File: src/rtl/ssq_fifo.sv
// Slave-select queue: circular-buffer FIFO with occupancy count, threshold flags,
// flush and sticky overflow/underflow error reporting.
module ssq_fifo #(
    parameter int DATA_W    = 8,
    parameter int DEPTH     = 16,
    parameter int AFULL_TH  = 14,
    parameter int AEMPTY_TH = 2
) (
    input  logic                       clk,
    input  logic                       reset,
    input  logic                       flush,
    input  logic                       wr_en,
    input  logic [DATA_W-1:0]          wr_data,
    input  logic                       rd_en,
    output logic [DATA_W-1:0]          rd_data,
    output logic                       rd_valid,
    output logic [$clog2(DEPTH):0]     count,
    output logic                       empty,
    output logic                       full,
    output logic                       almost_empty,
    output logic                       almost_full,
    output logic                       overflow,
    output logic                       underflow,
    input  logic                       err_clr
);

    localparam int AW = $clog2(DEPTH);
    localparam int CW = AW + 1;

    logic [DATA_W-1:0] mem [DEPTH];
    logic [AW-1:0]     wr_ptr;
    logic [AW-1:0]     rd_ptr;
    logic [CW-1:0]     count_q;
    logic              rd_acc;
    logic              wr_acc;

    // A full queue still accepts a write when a read frees a slot the same edge.
    assign rd_acc = rd_en & (count_q != '0);
    assign wr_acc = wr_en & ((count_q != CW'(DEPTH)) | rd_acc);

    // Storage carries no reset so it can map onto plain register/RAM cells.
    always_ff @(posedge clk) begin
        if (!reset && !flush && wr_acc) begin
            mem[wr_ptr] <= wr_data;
        end
    end

    always_ff @(posedge clk) begin
        if (reset) begin
            wr_ptr    <= '0;
            rd_ptr    <= '0;
            count_q   <= '0;
            rd_data   <= '0;
            rd_valid  <= 1'b0;
            overflow  <= 1'b0;
            underflow <= 1'b0;
        end else if (flush) begin
            wr_ptr   <= '0;
            rd_ptr   <= '0;
            count_q  <= '0;
            rd_valid <= 1'b0;
        end else begin
            rd_valid <= rd_acc;
            if (wr_acc) begin
                wr_ptr <= wr_ptr + 1'b1;
            end
            if (rd_acc) begin
                rd_data <= mem[rd_ptr];
                rd_ptr  <= rd_ptr + 1'b1;
            end
            case ({wr_acc, rd_acc})
                2'b10:   count_q <= count_q + 1'b1;
                2'b01:   count_q <= count_q - 1'b1;
                default: count_q <= count_q;
            endcase
            // A new error in the same cycle as err_clr keeps the flag set.
            if (wr_en && !wr_acc) begin
                overflow <= 1'b1;
            end else if (err_clr) begin
                overflow <= 1'b0;
            end
            if (rd_en && !rd_acc) begin
                underflow <= 1'b1;
            end else if (err_clr) begin
                underflow <= 1'b0;
            end
        end
    end

    assign count        = count_q;
    assign empty        = (count_q == '0);
    assign full         = (count_q == CW'(DEPTH));
    assign almost_empty = (count_q <= CW'(AEMPTY_TH));
    assign almost_full  = (count_q >= CW'(AFULL_TH));

endmodule

File: config.mk
export PLATFORM = sky130hd
export DESIGN_NAME = ssq_fifo
export DESIGN_NICKNAME = d
export VERILOG_FILES = /design/src/rtl/ssq_fifo.sv
export SDC_FILE = /design/constraint.sdc
export NUM_CORES = 1
export LEC_CHECK = 0
export BUFFER_PORTS_ARGS = -buffer_cell sky130_fd_sc_hd__buf_4
export CORE_MARGIN = 10
export CORE_UTILIZATION = 25
export CTS_CLUSTER_DIAMETER = 60
export DETAILED_ROUTE_END_ITERATION = 10
export GPL_TIMING_DRIVEN = 0
export PLACE_DENSITY = 0.42
export SLEW_MARGIN = 20
export SYNTH_ARGS = -nofsm -noshare
export SYNTH_HDL_FRONTEND = slang
export SYNTH_SLANG_ARGS = --single-unit
File: constraint.sdc
create_clock -name clk -period 3.8 [get_ports clk]
set_input_delay 0.57 -clock clk [delete_from_list [all_inputs] [get_ports clk]]
set_output_delay 0.57 -clock clk [all_outputs]
set_load 0.005 [all_outputs]
==> reports/results.txt <==
Setup violators final: 0
Post-CTS resize count: 0
Critical path fanouts, max: 9
Multi-input gate area: 0.00179 mm²
Die area: 0.0317 mm²
First-pass GRT wire length: 21300 µm
Outcome: complete, no violations
P&R area growth vs syn: 19.7%
Hold Startpoint: reset
Hold Crit Class: input pin to flop
Final wirelength: 14100 µm
Top cell type's share of synthesized area: 0.616
Layout net count: 421
CTS tree: yes
Fin. Hold Viols: 0
Clock Sink Count: 152
PwrDens: 485 mW/mm²
Final instance area: 0.00747 mm²
Total track usage: 0.0922
Ys flop type: edfxtp_1
Max_slew headroom: 0.292
Skew final: 8.47 ps
Number of synthesized flops with an enable pin: 128
Num ports: 34
Maximum VDD drop: 0.275 mV
Core area: 0.0245 mm²
Register Area: 0.00432 mm²
Clock root buffer: clkbuf_16
Worst-skew pair later-pin latency: 430 ps
Pleak: 2.44 nW
Routability cong.: 0.723
Asr flop ratio synth: 0
Via/cell ratio: 4.42
Share of cells above drive strength 1: 0.268
Synthesized area per cell: 18.0 µm²
Synth Warn #: 0
Period utilization: 0.759
H-tree levels: 4
DRC viols: 0
Post-synth net total: 369
Routed length per instance: 19.2 µm
CP Capture Type: flop
Postcts setup bufs: 0
WS Path Type: flop to flop
Peak Freq: 347 MHz
Mapped cell area: 0.00624 mm²
Register area share after synthesis: 0.693
Unique cell type count in the Yosys netlist: 49
Detail Route Antenna Nets: 0
Die Ht: 178 µm
Setup crit start kind: flop
CP Data Required Time: 4090 ps
Initial Util: 0.255
CP arrival: 3170 ps
Hold_buf cts: 0
Drt first pass iters: 4
Largest net degree at the start of global routing: 17
Total of fill cells in the finished design: 2400
Vias: 3249
Number of global-route vias before repair: 3461
Reg2Reg Launch Point: count[0]$_SDFFE_PP0P_
Dpl hpwl: 9330 µm
Cell count after synthesis: 346
Port Buffer Count: 33
Post-layout min period: 2880 ps
Max Cap Violations: 0
Post-synth top area cell: edfxtp_1
Die X-Extent: 178 µm
Diode count: 0
Power, Total: 3.62 mW
Iter 0 DRT Violations: 165
Row cnt: 57
Area after DPL: 0.00689 mm²
Final setup TNS: 0 ps
Num CTS Buffers: 17
Unrepaired setup endpoints after global routing: no
Maximum root-to-sink buffer count: 2
Congestion Overflow GR: 0
CP Launch Point: count[0]$_SDFFE_PP0P_
Slew Viols, Final: 0
Antenna violations before repair: 0
Synth Register Bits: 152
Register clock-pin slew on the reported worst setup and hold paths: 60 ps
Top cells by area, synth: edfxtp_1 (62%), dfxtp_1 (7.7%), mux4_2 (7.2%)
Worst-Margin Slew: 1060 ps
==> cells in the final DEF (no fill, tap or decap), types with 2 or more instances in the layout <==
master and n:
inv_8 3, buf_4 36, xor2_1 4, clkbuf_16 17
a22oi_1 2, buf_6 2, a221o_1 8, mux2_2 8
edfxtp_1 128, buf_2 2, o211ai_1 3, inv_6 7
ha_1 8, nor2_1 39, nand2b_1 2, nor3_1 5
clkinvlp_4 2, a21o_1 2, nand3_1 6, dfxtp_1 24
mux4_2 20, nand2_1 10, clkbuf_1 6, or3_1 3
or2_2 2, mux2i_1 10, inv_1 6, xnor2_1 2
mux4_1 12, a21oi_1 5, a2111o_1 2
==> path summary, 6_finish.rpt <==
path | to | slack, ps | cells after the start
setup / recovery | count[4]$_SDFFE_PP0P_ | 920 | 9
hold / removal | overflow$_SDFFE_PP0P_ | 340 | 2
setup reg to reg | count[4]$_SDFFE_PP0P_ | 920 | 9
hold reg to reg | underflow$_SDFFE_PP0P_ | 510 | 2
==> routing by layer <==
metal,share of wire,global-route usage
met1,0.46,0.120
met2,0.47,0.144
met3,0.059,0.0311
met4,0.0072,0.0261
met5,0,0
==> flip-flops by register name (all words and copies together), names as in the netlist <==
signal and count:
rd_ptr 4, wr_ptr 4, count 5, underflow 1, rd_data 8, rd_valid 1, mem 128, overflow 1
==> metrics by stage <==
step	std cells	hold slack [ps]	worst slack, ps	utilization
2_1_floorplan	346	482	1140	-
3_3_place_gp	703	498	941	0.282
3_5_place_dp	703	490	923	0.282
4_1_cts	735	321	907	0.305
5_1_grt	735	323	798	0.305
6_report	735	344	917	0.305
==> cell type report <==
cell class | count | share of cell area
clock buffers | 17 | 0.0570
plain buffers | 14 | 0.0131
well taps | 324 | 0.0543
inverters | 7 | 0.00352
repair buffers | 33 | 0.0332
clock inverters | 15 | 0.0204
multi-input cells | 173 | 0.240
flip-flops and latches | 152 | 0.579
==> where the power goes <==
part,internal [mW],leakage [nW],total [mW],switching [mW]
clock network,0.927,0.279,1.65,0.724
logic,0.0602,0.817,0.147,0.0871
registers,1.81,1.35,1.82,0.00994
total,2.80,2.44,3.62,0.821
==> kinds of logic (layout without fill, tap and decap cells) <==
| group | Yosys count | after routing | share of synthesized area |
|---|---|---|---|
| simple gates | 71 | 71 | 0.0503 |
| mux | 50 | 50 | 0.153 |
| flops | 152 | 152 | 0.693 |
| buf+inv | 21 | 86 | 0.0199 |
| compound gates | 37 | 37 | 0.0558 |
| fa+ha+maj | 9 | 9 | 0.0193 |
| xor+xnor | 6 | 6 | 0.00842 |
==> critical path: stages, from the launching register on <==
cell and delay (ps):
dfxtp_1 410, or4_1 570, buf_6 170, o211ai_4 220, inv_2 120, fa_1 420, a21o_1 190, a2111o_1 410
o211ai_1 100, a41oi_1 130
==> Yosys cell counts (all sizes together) (2+ instances only) <==
cell type and n:
or3 3, xnor2 2, ha 8, a21o 2, nor2 40, mux4 32
buf 8, o21ai 2, a21oi 6, or2 2, dfxtp 24, inv 7
nor3 5, a2111o 2, nand2 10, nand3 6, mux2i 10, o211ai 4
xor2 4, clkbuf 6, a22oi 2, mux2 8, a221o 8, nand2b 2
edfxtp 128
Note: power is estimated with default switching activity, not from simulation.
